<file path="src/rtl/mem_arbiter.sv">
// mem_arbiter: sole owner of the byte-wide RAM/IO port. Arbitrates fetcher vs SLB,
// then sequences each granted access one byte per cycle.
// state | meaning: IDLE arbitrate pending requests | READ byte reads in flight | WRITE byte writes in flight
module mem_arbiter #(
  parameter logic [31:0] IO_BASE = 32'h0003_0000,
  parameter logic [31:0] IO_SPAN = 32'd8
) (
  input  logic        clk,
  input  logic        rst,
  input  logic        rdy,
  input  logic        in_fetch_ce,
  input  logic [31:0] in_fetch_pc,
  output logic        out_fetch_ce,
  output logic [31:0] out_fetch_instr,
  input  logic        in_slb_ce,
  input  logic        in_slb_wr,
  input  logic [31:0] in_slb_addr,
  input  logic [2:0]  in_slb_size,
  input  logic [31:0] in_slb_data,
  output logic        out_slb_ce,
  output logic [31:0] out_slb_data,
  input  logic        in_rob_misbranch,
  input  logic [7:0]  mem_din,
  output logic [7:0]  mem_dout,
  output logic [31:0] mem_a,
  output logic        mem_wr,
  input  logic        io_buffer_full
);

  typedef enum logic [1:0] {IDLE, READ, WRITE} state_t;

  state_t      state_q, state_d;
  logic [2:0]  cnt_q, cnt_d, len_q, len_d;
  logic        own_fetch_q, own_fetch_d, last_slb_q, last_slb_d;
  logic [31:0] addr_q, addr_d, wdata_q, wdata_d, rbuf_q, rbuf_d;
  logic        f_pend_q, f_pend_d;
  logic [31:0] f_pc_q, f_pc_d;
  logic        s_pend_q, s_pend_d, s_wr_q, s_wr_d;
  logic [31:0] s_addr_q, s_addr_d, s_data_q, s_data_d;
  logic [2:0]  s_size_q, s_size_d;
  logic        out_fetch_ce_q, out_fetch_ce_d, out_slb_ce_q, out_slb_ce_d;
  logic [31:0] out_fetch_instr_q, out_fetch_instr_d, out_slb_data_q, out_slb_data_d;
  logic [31:0] mem_a_q, mem_a_d;
  logic [7:0]  mem_dout_q, mem_dout_d;
  logic        mem_wr_q, mem_wr_d;
  logic        f_new, s_new, f_go, s_go, pick_fetch;
  logic [2:0]  cnt_nx;
  logic [1:0]  rd_idx, wr_idx;

  assign out_fetch_ce    = out_fetch_ce_q;
  assign out_fetch_instr = out_fetch_instr_q;
  assign out_slb_ce      = out_slb_ce_q;
  assign out_slb_data    = out_slb_data_q;
  assign mem_a           = mem_a_q;
  assign mem_dout        = mem_dout_q;
  assign mem_wr          = mem_wr_q;

  // Unsigned offset compare also behaves when IO_BASE+IO_SPAN would wrap.
  function automatic logic is_io(input logic [31:0] a);
    return (a - IO_BASE) < IO_SPAN;
  endfunction

  always_comb begin
    state_d           = state_q;
    cnt_d             = cnt_q;
    len_d             = len_q;
    own_fetch_d       = own_fetch_q;
    last_slb_d        = last_slb_q;
    addr_d            = addr_q;
    wdata_d           = wdata_q;
    rbuf_d            = rbuf_q;
    f_pend_d          = f_pend_q;
    f_pc_d            = f_pc_q;
    s_pend_d          = s_pend_q;
    s_wr_d            = s_wr_q;
    s_addr_d          = s_addr_q;
    s_size_d          = s_size_q;
    s_data_d          = s_data_q;
    out_fetch_ce_d    = out_fetch_ce_q;
    out_fetch_instr_d = out_fetch_instr_q;
    out_slb_ce_d      = out_slb_ce_q;
    out_slb_data_d    = out_slb_data_q;
    mem_a_d           = mem_a_q;
    mem_dout_d        = mem_dout_q;
    mem_wr_d          = mem_wr_q;
    cnt_nx            = cnt_q + 3'd1;
    rd_idx            = 2'(cnt_q - 3'd1);
    wr_idx            = cnt_nx[1:0];
    f_new             = 1'b0;
    s_new             = 1'b0;
    f_go              = 1'b0;
    s_go              = 1'b0;
    pick_fetch        = 1'b0;

    if (rdy) begin
      out_fetch_ce_d = 1'b0;
      out_slb_ce_d   = 1'b0;

      // Re-pulses while pending or in flight are dropped, as are speculative pulses under misbranch.
      f_new = in_fetch_ce && !f_pend_q && !(state_q != IDLE && own_fetch_q) && !in_rob_misbranch;
      s_new = in_slb_ce && !s_pend_q && !(state_q != IDLE && !own_fetch_q)
              && !(in_rob_misbranch && !in_slb_wr);
      if (f_new) begin
        f_pend_d = 1'b1;
        f_pc_d   = in_fetch_pc;
      end
      if (s_new) begin
        s_pend_d = 1'b1;
        s_wr_d   = in_slb_wr;
        s_addr_d = in_slb_addr;
        s_size_d = in_slb_size;
        s_data_d = in_slb_data;
      end
      if (in_rob_misbranch) begin
        f_pend_d = 1'b0;
        if (!s_wr_d) s_pend_d = 1'b0;
      end

      case (state_q)
        IDLE: begin
          f_go       = f_pend_d;
          s_go       = s_pend_d && !(s_wr_d && is_io(s_addr_d) && io_buffer_full);
          pick_fetch = f_go && (!s_go || last_slb_q);
          if (pick_fetch) begin
            f_pend_d    = 1'b0;
            own_fetch_d = 1'b1;
            last_slb_d  = 1'b0;
            addr_d      = f_pc_d;
            len_d       = 3'd4;
            cnt_d       = 3'd0;
            rbuf_d      = '0;
            mem_a_d     = f_pc_d;
            state_d     = READ;
          end else if (s_go) begin
            s_pend_d    = 1'b0;
            own_fetch_d = 1'b0;
            last_slb_d  = 1'b1;
            addr_d      = s_addr_d;
            len_d       = s_size_d;
            wdata_d     = s_data_d;
            cnt_d       = 3'd0;
            rbuf_d      = '0;
            mem_a_d     = s_addr_d;
            if (s_wr_d) begin
              mem_wr_d   = 1'b1;
              mem_dout_d = s_data_d[7:0];
              state_d    = WRITE;
            end else begin
              state_d = READ;
            end
          end
        end
        READ: begin
          if (in_rob_misbranch) begin
            state_d = IDLE;
          end else begin
            cnt_d = cnt_nx;
            if (cnt_nx < len_q) mem_a_d = addr_q + 32'(cnt_nx);
            // Byte k arrives two edges after its address was issued.
            if (cnt_q != 3'd0) rbuf_d[{rd_idx, 3'b000} +: 8] = mem_din;
            if (cnt_q == len_q) begin
              state_d = IDLE;
              if (own_fetch_q) begin
                out_fetch_ce_d    = 1'b1;
                out_fetch_instr_d = rbuf_d;
              end else begin
                out_slb_ce_d   = 1'b1;
                out_slb_data_d = rbuf_d;
              end
            end
          end
        end
        WRITE: begin
          cnt_d = cnt_nx;
          if (cnt_nx < len_q) begin
            mem_a_d    = addr_q + 32'(cnt_nx);
            mem_dout_d = wdata_q[{wr_idx, 3'b000} +: 8];
          end else begin
            mem_wr_d     = 1'b0;
            out_slb_ce_d = 1'b1;
            state_d      = IDLE;
          end
        end
        default: state_d = IDLE;
      endcase
    end
  end

  always_ff @(posedge clk) begin
    if (rst) begin
      state_q           <= IDLE;
      cnt_q             <= '0;
      len_q             <= '0;
      own_fetch_q       <= 1'b0;
      last_slb_q        <= 1'b0;
      addr_q            <= '0;
      wdata_q           <= '0;
      rbuf_q            <= '0;
      f_pend_q          <= 1'b0;
      f_pc_q            <= '0;
      s_pend_q          <= 1'b0;
      s_wr_q            <= 1'b0;
      s_addr_q          <= '0;
      s_size_q          <= '0;
      s_data_q          <= '0;
      out_fetch_ce_q    <= 1'b0;
      out_fetch_instr_q <= '0;
      out_slb_ce_q      <= 1'b0;
      out_slb_data_q    <= '0;
      mem_a_q           <= '0;
      mem_dout_q        <= '0;
      mem_wr_q          <= 1'b0;
    end else begin
      state_q           <= state_d;
      cnt_q             <= cnt_d;
      len_q             <= len_d;
      own_fetch_q       <= own_fetch_d;
      last_slb_q        <= last_slb_d;
      addr_q            <= addr_d;
      wdata_q           <= wdata_d;
      rbuf_q            <= rbuf_d;
      f_pend_q          <= f_pend_d;
      f_pc_q            <= f_pc_d;
      s_pend_q          <= s_pend_d;
      s_wr_q            <= s_wr_d;
      s_addr_q          <= s_addr_d;
      s_size_q          <= s_size_d;
      s_data_q          <= s_data_d;
      out_fetch_ce_q    <= out_fetch_ce_d;
      out_fetch_instr_q <= out_fetch_instr_d;
      out_slb_ce_q      <= out_slb_ce_d;
      out_slb_data_q    <= out_slb_data_d;
      mem_a_q           <= mem_a_d;
      mem_dout_q        <= mem_dout_d;
      mem_wr_q          <= mem_wr_d;
    end
  end

endmodule

</file>
<file path="config.mk">
export PLATFORM = sky130hd
export DESIGN_NAME = mem_arbiter
export DESIGN_NICKNAME = d
export VERILOG_FILES = /design/src/rtl/mem_arbiter.sv
export SDC_FILE = /design/constraint.sdc
export NUM_CORES = 1
export LEC_CHECK = 0
export BUFFER_PORTS_ARGS = -buffer_cell sky130_fd_sc_hd__buf_2
export CAP_MARGIN = 40
export CORE_MARGIN = 3
export CORE_UTILIZATION = 62
export DETAILED_ROUTE_END_ITERATION = 7
export GPL_ROUTABILITY_DRIVEN = 1
export PLACE_DENSITY_LB_ADDON = 0.08
export SLEW_MARGIN = 40
export SYNTH_ARGS = -nofsm -noshare
export SYNTH_HDL_FRONTEND = slang
export SYNTH_SLANG_ARGS = --single-unit
</file>
<file path="constraint.sdc">
create_clock -name clk -period 7.5 [get_ports clk]
set_input_delay 0.75 -clock clk [delete_from_list [all_inputs] [get_ports clk]]
set_output_delay 0.75 -clock clk [all_outputs]
set_load 0.005 [all_outputs]
</file>
==> reports/results.tsv, run 1 <==
metric	value	unit
area grow syn2layout	16.2	%
CTS max path bufs	3	
Layout fillers	1793	
cell area after synthesis	0.0147	mm²
global route overflow	0	
Routed Wire Length	42100	µm
final instance area	0.0170	mm²
commonest non-fill, non-tap cell in the layout	dfxtp_1	
CP top delay family	simple AND/OR/NAND/NOR gates	
Finished Layout Cells	2214	
worst hold path depth	2	
setup TNS	0	ns
FF-to-FF path depth	12	
CP Cell Sequence	inv_1 -> ha_1 -> nor2_2 -> nor3_4 -> buf_6 -> mux2i_1 -> nand2b_1 -> nor4b_1 -> o22ai_1 -> o21ai_4 -> or3_1 -> o221ai_1	
post-synthesis sequential area ratio	43.0	%
FMAX	201	MHz
Core Box Area	0.0229	mm²
vias in the first global route	12600	
Initial Utilization	63.9	%
Slew HR	44.5	%
CTS Root Cell	clkbuf_16	
cells after synthesis	1737	
layout cell share with drive strength beyond 1	19.5	%
Pre-Repair DR Iteration Count	8	
DR vias	13700	
Ys Warns	0	
crit path max fanout	66	
first-pass GRT wire length	66300	µm
FF+latch count, synth	315	
worst reg2reg startpoint	state_q[0]	
antenna violations before repair	1	
CP required	7.85	ns
Clock Pin Slew Worst Setup and Hold Paths	0.07	ns
Net Count, Synth	1869	
Placement Rows	55	
vias per cell	6.19	
Buffers on Ports	221	
outcome	finished clean	
clock skew	0.0115	ns
fin crit share	66.4	%
crit path kind	flip-flop to flip-flop	
most frequent cells in the layout	dfxtp_1 (314), nand2_1 (274), buf_2 (219)	
VDD IR max	192	µV
Crit Reg-Reg Endpoint	mem_a[30]	
CTS tree	yes	
Nets	2008	
final count of hold timing violations	0	
Post-DP Area	0.0158	mm²
max cap viols	0	
Arrival @ worst endpoint	5.33	ns
CP peak stage delay	0.65	ns
crit path launch type	flip-flop	
Post-DP HPWL	28200	µm
Tmin final	4.98	ns
1st-iter DRT viols	1407	
FF+latch area	0.00631	mm²
Async S/R FF share, synth	0	%
Tot Pwr	4.45	mW
WHS Endpoint	mem_dout[4]	
die area	0.0255	mm²
GPL Wtd Cong	0.936	
Final Max Tran Viols	0	
DRT antenna net count	0	
drt drc	0	
die height	160	µm
Tot GR Track Use	31.3	%
WL per Instance	19.0	µm
CTS Hold Bufs	0	
Top FF cell, synth	dfxtp_1	
post-CTS setup buffers	0	
Clock Latency Late Sink	0.51	ns
CP endpoint kind	flip-flop	
# IOs	222	
cts bufs inserted	34	
multi-input logic area	0.00779	mm²
Worst-Margin Slew	0.809	ns
Buffers & Inverters on Critical Path	2	
RSZ-0062 raised after global routing	no	
power density over the cells	262	mW/mm²
largest net degree at the start of global routing	99	
HP Start	mem_dout[4]	
setup slack, reg-to-reg	2.52	ns
H-tree depth	2	
Post-Place Cells	2153	
chip width	160	µm
synth unique cells	61	
worst hold path type	flip-flop to flip-flop	
Post-CTS Resized	0	
# diodes	0	
Pleak	6.29	nW
CTS Sinks	315	
Setup-failing EPs final	0	
syn_area_per_cell	8.44	µm²
Crit-path slowest cell	nor4b_1	
EDFF count, synth	0	
## cell usage after synthesis (all sizes together), types with 2 or more instances
cell type,number,area share [%]
nand3b,40,2.0
nor3,19,0.68
o211ai,6,0.31
nor4,11,0.47
ha,16,1.4
a22o,4,0.24
xnor2,18,1.1
o22ai,5,0.21
or4,7,0.38
mux2,34,2.6
a21o,3,0.15
buf,31,0.98
a221oi,5,0.30
a22oi,38,1.9
mux2i,78,5.3
o221ai,15,0.90
dfxtp,315,43
or2,2,0.085
clkbuf,107,2.7
nand4,11,0.47
nand2,276,7.1
nand2b,11,0.52
o31ai,2,0.10
and2,6,0.26
nor2,178,4.6
or3,6,0.29
inv,26,0.67
xor2,18,1.1
a311oi,27,1.6
mux4,8,1.2
a32o,10,0.68
nor2b,12,0.51
a211oi,109,5.6
a21oi,129,4.4
nor4b,4,0.34
o21ai,62,2.1
o21a,2,0.10
nand3,69,2.4
and4,4,0.24
o2111ai,2,0.12
## kinds of logic (layout without fill, tap and decap cells)
kind of cell	count (synthesis)	count (layout)	synth area share [%]
AO/OA/AOI/OAI	427	427	19.3
XOR/XNOR	36	36	2.15
adder cells (fa/ha/maj)	17	17	1.50
buffers and inverters	164	328	4.39
flip-flops	315	315	43.0
multiplexers	120	120	9.17
AND/OR/NAND/NOR	658	658	20.4
## routing by layer
metal / share of wire, % / routed length, µm / track usage (%)
met3: 8.5 / 3570 / 6.12
met1: 44 / 18600 / 44.4
met2: 45 / 19000 / 49.5
met5: 0.031 / 13 / 0
met4: 2.2 / 911 / 7.88
## state kept, by name, summed over array words and instances, names as in the netlist, 2 cells and up
name and count:
mem_dout 8, out_fetch_instr 32, wdata_q 32, cnt_q 3, mem_a 32, out_slb_data 32, s_size_q 3, state_q 2
s_addr_q 32, f_pc_q 32, addr_q 32, len_q 3, rbuf_q 32, s_data_q 32
## tightest hold or removal path, cell delays in order, from the launching register on
cell and delay [ns]:
dfxtp_1 0.31, inv_1 0.05, a21oi_1 0.05
## power by group
group,total (mW),leakage [nW],internal [mW],switching (mW)
sequential,1.86,2.56,1.78,0.0792
clock,1.75,0.582,1.06,0.689
combinational,0.840,3.15,0.297,0.543
total,4.45,6.29,3.14,1.31
## per-stage QoR
stage	setup WS [ns]	hold slack, ns	utilization [%]
floorplan	3.73	0.432	-
global placement	1.94	0.434	69.0
detailed placement	2.05	0.436	69.1
CTS	2.20	0.451	74.2
global route	2.11	0.463	74.3
finish	2.52	0.452	74.3
## worst max path at each step
stage,to,from,cells after the start
CTS,mem_a[30],state_q[0],12
finish,mem_a[30],state_q[0],12
detailed placement,mem_a[30],in_rob_misbranch,11
global placement,mem_a[30],in_rob_misbranch,11
floorplan,mem_a[11],in_rob_misbranch,10
global route,mem_a[30],state_q[0],12
## layout make-up
| type | count | share of cell area, % |
|---|---|---|
| Tap cell | 313 | 2.30 |
| Multi-Input combinational cell | 1258 | 45.7 |
| Clock inverter | 16 | 1.11 |
| Clock buffer | 45 | 5.77 |
| Timing Repair Buffer | 241 | 7.47 |
| Sequential cell | 315 | 37.0 |
| Inverter | 26 | 0.573 |
Note: power is estimated with default switching activity, not from simulation.
==> inputs of run 2 (changes only) <==
--- a/config.mk
+++ b/config.mk
@@ -8,7 +8,7 @@
 export BUFFER_PORTS_ARGS = -buffer_cell sky130_fd_sc_hd__buf_2
 export CAP_MARGIN = 40
 export CORE_MARGIN = 3
-export CORE_UTILIZATION = 62
+export CORE_UTILIZATION = 57
 export DETAILED_ROUTE_END_ITERATION = 7
 export GPL_ROUTABILITY_DRIVEN = 1
 export PLACE_DENSITY_LB_ADDON = 0.08
==> constraint.sdc (replaced) <==
create_clock -name clk -period 4.8 [get_ports clk]
set_input_delay 0.48 -clock clk [delete_from_list [all_inputs] [get_ports clk]]
set_output_delay 0.48 -clock clk [all_outputs]
set_load 0.005 [all_outputs]
==> run 2 against run 1 <==
Net effect: critical path depth unchanged; fmax increased by 20%; cell count increased by 1.5%; cell area increased by 0.73%; combinational power increased by 60%; clock skew increased by 0.011 ns; worst hold slack got worse by 0.25 ns; via count decreased by 1.2%; total power increased by 56%; global-route usage decreased by 1.5 points; count of clock-buffer cells in the layout increased by 6; critical path type unchanged; largest power group unchanged; highest routed layer unchanged.
==> reports/results.tsv, run 2 (synthesis results as in run 1) <==
metric	value	unit
H-tree depth	2	
CTS max path bufs	3	
final hold slack	0.205	ns
Worst-Margin Slew	0.796	ns
Post-DP HPWL	29600	µm
VDD IR max	254	µV
Logic pwr share	19.2	%
Post-Place Cells	2186	
vias per cell	6.03	
CP peak stage delay	0.52	ns
GPL Wtd Cong	0.978	
CTS tree	yes	
antenna violations before repair	1	
CP endpoint kind	flip-flop	
Buffers & Inverters on Critical Path	2	
CP Cell Sequence	inv_1 -> ha_1 -> nor2_2 -> or3_4 -> or4_1 -> a211o_1 -> nor3_2 -> nand4_1 -> nand2_1 -> buf_4 -> mux2_2 -> o21ai_0	
NetSw	2.04	mW
die area	0.0277	mm²
Tmin final	4.15	ns
die height	166	µm
# IOs	222	
cts bufs inserted	34	
Net Sw Frac	29.3	%
Clock Latency Late Sink	0.52	ns
Initial Utilization	58.0	%
DRT antenna net count	0	
layout cell share with drive strength beyond 1	19.5	%
Placement Rows	58	
Pleak	6.37	nW
setup slack, reg-to-reg	0.65	ns
WL per Instance	19.2	µm
Cell Int Power	4.93	mW
RSZ-0062 raised after global routing	no	
largest net degree at the start of global routing	105	
CTS Hold Bufs	0	
DR vias	13500	
Setup-failing EPs final	0	
clock power share	39.1	%
outcome	finished clean	
global route overflow	0	
CTS Root Cell	clkbuf_16	
Slew HR	46.7	%
multi-input logic area	0.00775	mm²
Crit Reg-Reg Endpoint	addr_q[21]	
Layout fillers	2129	
Buffers on Ports	221	
setup TNS	0	ns
clock skew	0.0220	ns
FF-to-FF path depth	12	
CP required	5.22	ns
first-pass GRT wire length	68400	µm
drt drc	0	
area grow syn2layout	17.1	%
WHS Endpoint	s_data_q[22]	
Pre-Repair DR Iteration Count	8	
Nets	2024	
commonest non-fill, non-tap cell in the layout	dfxtp_1	
CP top delay family	simple AND/OR/NAND/NOR gates	
worst reg2reg startpoint	state_q[0]	
Finished Layout Cells	2247	
chip width	166	µm
power density over the cells	406	mW/mm²
Crit-path slowest cell	or4_1	
HP Start	in_slb_data[22]	
crit path max fanout	14	
Routed Wire Length	43200	µm
Core Box Area	0.0253	mm²
Post-CTS Resized	0	
most frequent cells in the layout	dfxtp_1 (315), nand2_1 (276), buf_2 (220)	
worst hold path depth	3	
sequential share of power	41.7	%
FF+latch area	0.00631	mm²
CTS Sinks	315	
Arrival @ worst endpoint	4.57	ns
1st-iter DRT viols	1406	
worst hold path type	primary input to flip-flop	
Util after Layout	67.9	%
vias in the first global route	12600	
max cap viols	0	
fin crit share	86.4	%
FMAX	241	MHz
Final Max Tran Viols	0	
crit path kind	flip-flop to flip-flop	
crit path launch type	flip-flop	
Tot GR Track Use	29.9	%
Clock Pin Slew Worst Setup and Hold Paths	0.06	ns
final count of hold timing violations	0	
post-CTS setup buffers	0	
==> run 2: cell count changes in the layout (fill, tap and decap cells not counted), moves of 3 or more <==
cell / delta
buf_4: +14
clkbuf_1: +3
clkbuf_8: +4
clkinv_2: -5
==> run 2: power by group through the flow <==
stage / clock, mW / combinational [mW] / sequential (mW)
after global placement: 0 / 1.29 / 2.95
after CTS: 2.75 / 1.32 / 2.90
after global routing: 2.86 / 1.46 / 2.92
after floorplan: 0 / 0.885 / 2.93
final: 2.72 / 1.34 / 2.91
after detailed placement: 0 / 1.31 / 2.96
==> run 2: layer usage <==
metal	share of wire, %	track usage [%]	vias to the layer above
li1	-	-	6530
met4	2.4	8.00	2
met1	44	42.5	6367
met2	44	45.6	561
met5	0.030	0	-
met3	9.4	7.62	79
==> run 2: cell type report <==
cell class / count / share of cell area (%)
multi-input combinational: 1258 / 45.2
sequential: 315 / 36.8
timing repair buffer: 257 / 8.19
clock buffer: 51 / 6.04
tap: 330 / 2.41
clock inverter: 9 / 0.832
inverter: 26 / 0.569
antenna: 1 / 0.0146
==> run 2: worst reg2reg max path, delay by kind of cell, from the launching register on <==
family | cells | cell delay, ns
and+or+nand+nor | 6 | 2.06
AOI/OAI and AO/OA | 2 | 0.51
buffers and inverters | 2 | 0.45
muxes | 1 | 0.37
DFF | 1 | 0.33
adders and majority gates | 1 | 0.33
==> run 2: per-stage QoR <==
step	power [mW]	setup WS, ns	cell area, µm²
after floorplan	3.82	1.15	14700
after global placement	4.25	0.862	16000
after detailed placement	4.27	0.763	16000
after CTS	6.97	0.729	17100
after global routing	7.25	0.455	17200
final	6.97	0.652	17200
==> run 2: how the worst max path moves through the flow <==
stage | from | to | cells after the start
2_1_floorplan | state_q[0] | mem_a[11] | 13
6_report | state_q[0] | addr_q[21] | 12
5_1_grt | state_q[0] | addr_q[12] | 13
3_3_place_gp | in_slb_addr[26] | mem_a[16] | 11
4_1_cts | state_q[0] | addr_q[21] | 12
3_5_place_dp | state_q[0] | addr_q[21] | 12
==> inputs of run 3 (changes only) <==
==> config.mk (replaced) <==
export PLATFORM = sky130hd
export DESIGN_NAME = mem_arbiter
export DESIGN_NICKNAME = d
export VERILOG_FILES = /design/src/rtl/mem_arbiter.sv
export SDC_FILE = /design/constraint.sdc
export NUM_CORES = 1
export LEC_CHECK = 0
export BUFFER_PORTS_ARGS = -buffer_cell sky130_fd_sc_hd__buf_4
export CAP_MARGIN = 40
export CORE_MARGIN = 3
export CORE_UTILIZATION = 57
export DETAILED_ROUTE_END_ITERATION = 7
export GPL_ROUTABILITY_DRIVEN = 1
export PLACE_DENSITY_LB_ADDON = 0.08
export SLEW_MARGIN = 20
export SYNTH_ARGS = -nofsm -noshare
export SYNTH_HDL_FRONTEND = slang
export SYNTH_SLANG_ARGS = --single-unit
==> run 3 against run 2 <==
Net effect: worst hold slack better by 0.011 ns; register-to-register slack barely moved; critical path depth up 1; combinational power up 6%; critical path type unchanged; critical endpoint is now mem_a[30].
==> reports/results.tsv, run 3 (synthesis results as in run 1) <==
metric	value	unit
max cap viols	0	
worst hold path type	primary input to flip-flop	
Post-CTS Resized	0	
WHS Endpoint	s_data_q[14]	
# IOs	222	
WL met2	20300	µm
Nets	2027	
final hold slack	0.216	ns
Tot Pwr	7.00	mW
Met3 Routed Length	4040	µm
Net Sw Frac	29.4	%
sequential share of power	41.6	%
WL per Instance	19.8	µm
Buffers on Ports	221	
Core Box Area	0.0253	mm²
Pleak	6.47	nW
die area	0.0277	mm²
setup slack, reg-to-reg	0.66	ns
power density over the cells	395	mW/mm²
vias in the first global route	12700	
drt drc	0	
Cell Int Power	4.94	mW
area grow syn2layout	20.8	%
CTS tree	yes	
NetSw	2.06	mW
CP required	5.15	ns
HP Start	in_slb_data[14]	
final count of hold timing violations	0	
Placement Rows	58	
DRT antenna net count	0	
# diodes	0	
largest net degree at the start of global routing	82	
Clock Pin Slew Worst Setup and Hold Paths	0.06	ns
cts bufs inserted	34	
crit path launch type	flip-flop	
clock power share	38.1	%
post-CTS setup buffers	0	
most frequent cells in the layout	dfxtp_1 (315), nand2_1 (276), buf_4 (255)	
Pre-Repair DR Iteration Count	6	
die height	166	µm
Arrival @ worst endpoint	4.49	ns
chip width	166	µm
Crit Reg-Reg Endpoint	mem_a[30]	
global route overflow	0	
Tmin final	4.14	ns
CTS Sinks	315	
clock skew	0.0220	ns
GPL Wtd Cong	0.979	
H-tree depth	2	
layout cell share with drive strength beyond 1	19.4	%
Top Metal Used	met4	
CTS Root Cell	clkbuf_16	
commonest non-fill, non-tap cell in the layout	dfxtp_1	
worst hold path depth	3	
first-pass GRT wire length	69700	µm
Clock Latency Late Sink	0.52	ns
outcome	finished clean	
CTS max path bufs	3	
antenna violations before repair	1	
worst reg2reg startpoint	state_q[0]	
1st-iter DRT viols	1443	
FMAX	241	MHz
Slew HR	36.3	%
Setup-failing EPs final	0	
crit path max fanout	19	
fin crit share	86.3	%
Tot GR Track Use	30.4	%
setup TNS	0	ns
CTS Hold Bufs	0	
Worst-Margin Slew	0.929	ns
Initial Utilization	58.0	%
DR vias	13800	
VDD IR max	325	µV
RSZ-0062 raised after global routing	no	
WL met1	19300	µm
vias per cell	6.11	
CP endpoint kind	flip-flop	
FF-to-FF path depth	13	
crit path kind	flip-flop to flip-flop	
Final Max Tran Viols	0	
Util after Layout	70.1	%
Routed Wire Length	44500	µm
Post-DP HPWL	30700	µm
Layout fillers	2071	
Logic pwr share	20.3	%
## run 3: metal layers
layer  GRT usage [%]  vias up
li1                -     6517
met2            47.9      596
met3            5.83       78
met1            43.7     6569
met4            7.03        0
met5               0        -
## run 3: critical path, stage by stage (launching register included)
cell and delay, ns:
dfxtp_1 0.33, inv_1 0.10, ha_1 0.32, nor2_2 0.12
nor3_2 0.52, buf_6 0.23, buf_4 0.19, mux2_2 0.37
o221a_2 0.14, nor3_2 0.32, a21oi_1 0.20, o21ai_2 0.25
or3_1 0.63, o221ai_1 0.24
## run 3: how the worst max path moves through the flow
stage / from / to / depth (start not counted)
after global placement: state_q[0] / mem_a[9] / 12
after detailed placement: state_q[0] / mem_a[30] / 13
after floorplan: state_q[0] / mem_a[11] / 13
after global routing: state_q[1] / mem_a[25] / 12
after CTS: state_q[0] / mem_a[30] / 13
final: state_q[0] / mem_a[30] / 13
## run 3: area by class of cell
type	instances	area [µm²]	share of cell area (%)
Clock buffer	51	995	5.62
Clock inverter	11	153	0.862
Inverter	26	97.6	0.551
Multi-Input combinational cell	1258	7750	43.7
Sequential cell	315	6310	35.6
Tap cell	330	413	2.33
Timing Repair Buffer	260	2000	11.3
## run 3: through the flow
step / worst slack [ns] / area, µm² / instances
final: 0.655 / 17700 / 2251
after floorplan: 1.15 / 14700 / 1737
after global placement: 0.488 / 16500 / 2187
after CTS: 0.715 / 17700 / 2251
after global routing: 0.329 / 17700 / 2251
after detailed placement: 0.735 / 16600 / 2189
## run 3: power by group through the flow
stage                     Clock, mW  Sequential [mW]  Combinational [mW]
after floorplan                   0             2.93               0.885
after global placement            0             2.96                1.36
after detailed placement          0             2.96                1.38
after CTS                      2.71             2.91                1.39
after global routing           2.81             2.93                1.53
final                          2.67             2.91                1.42
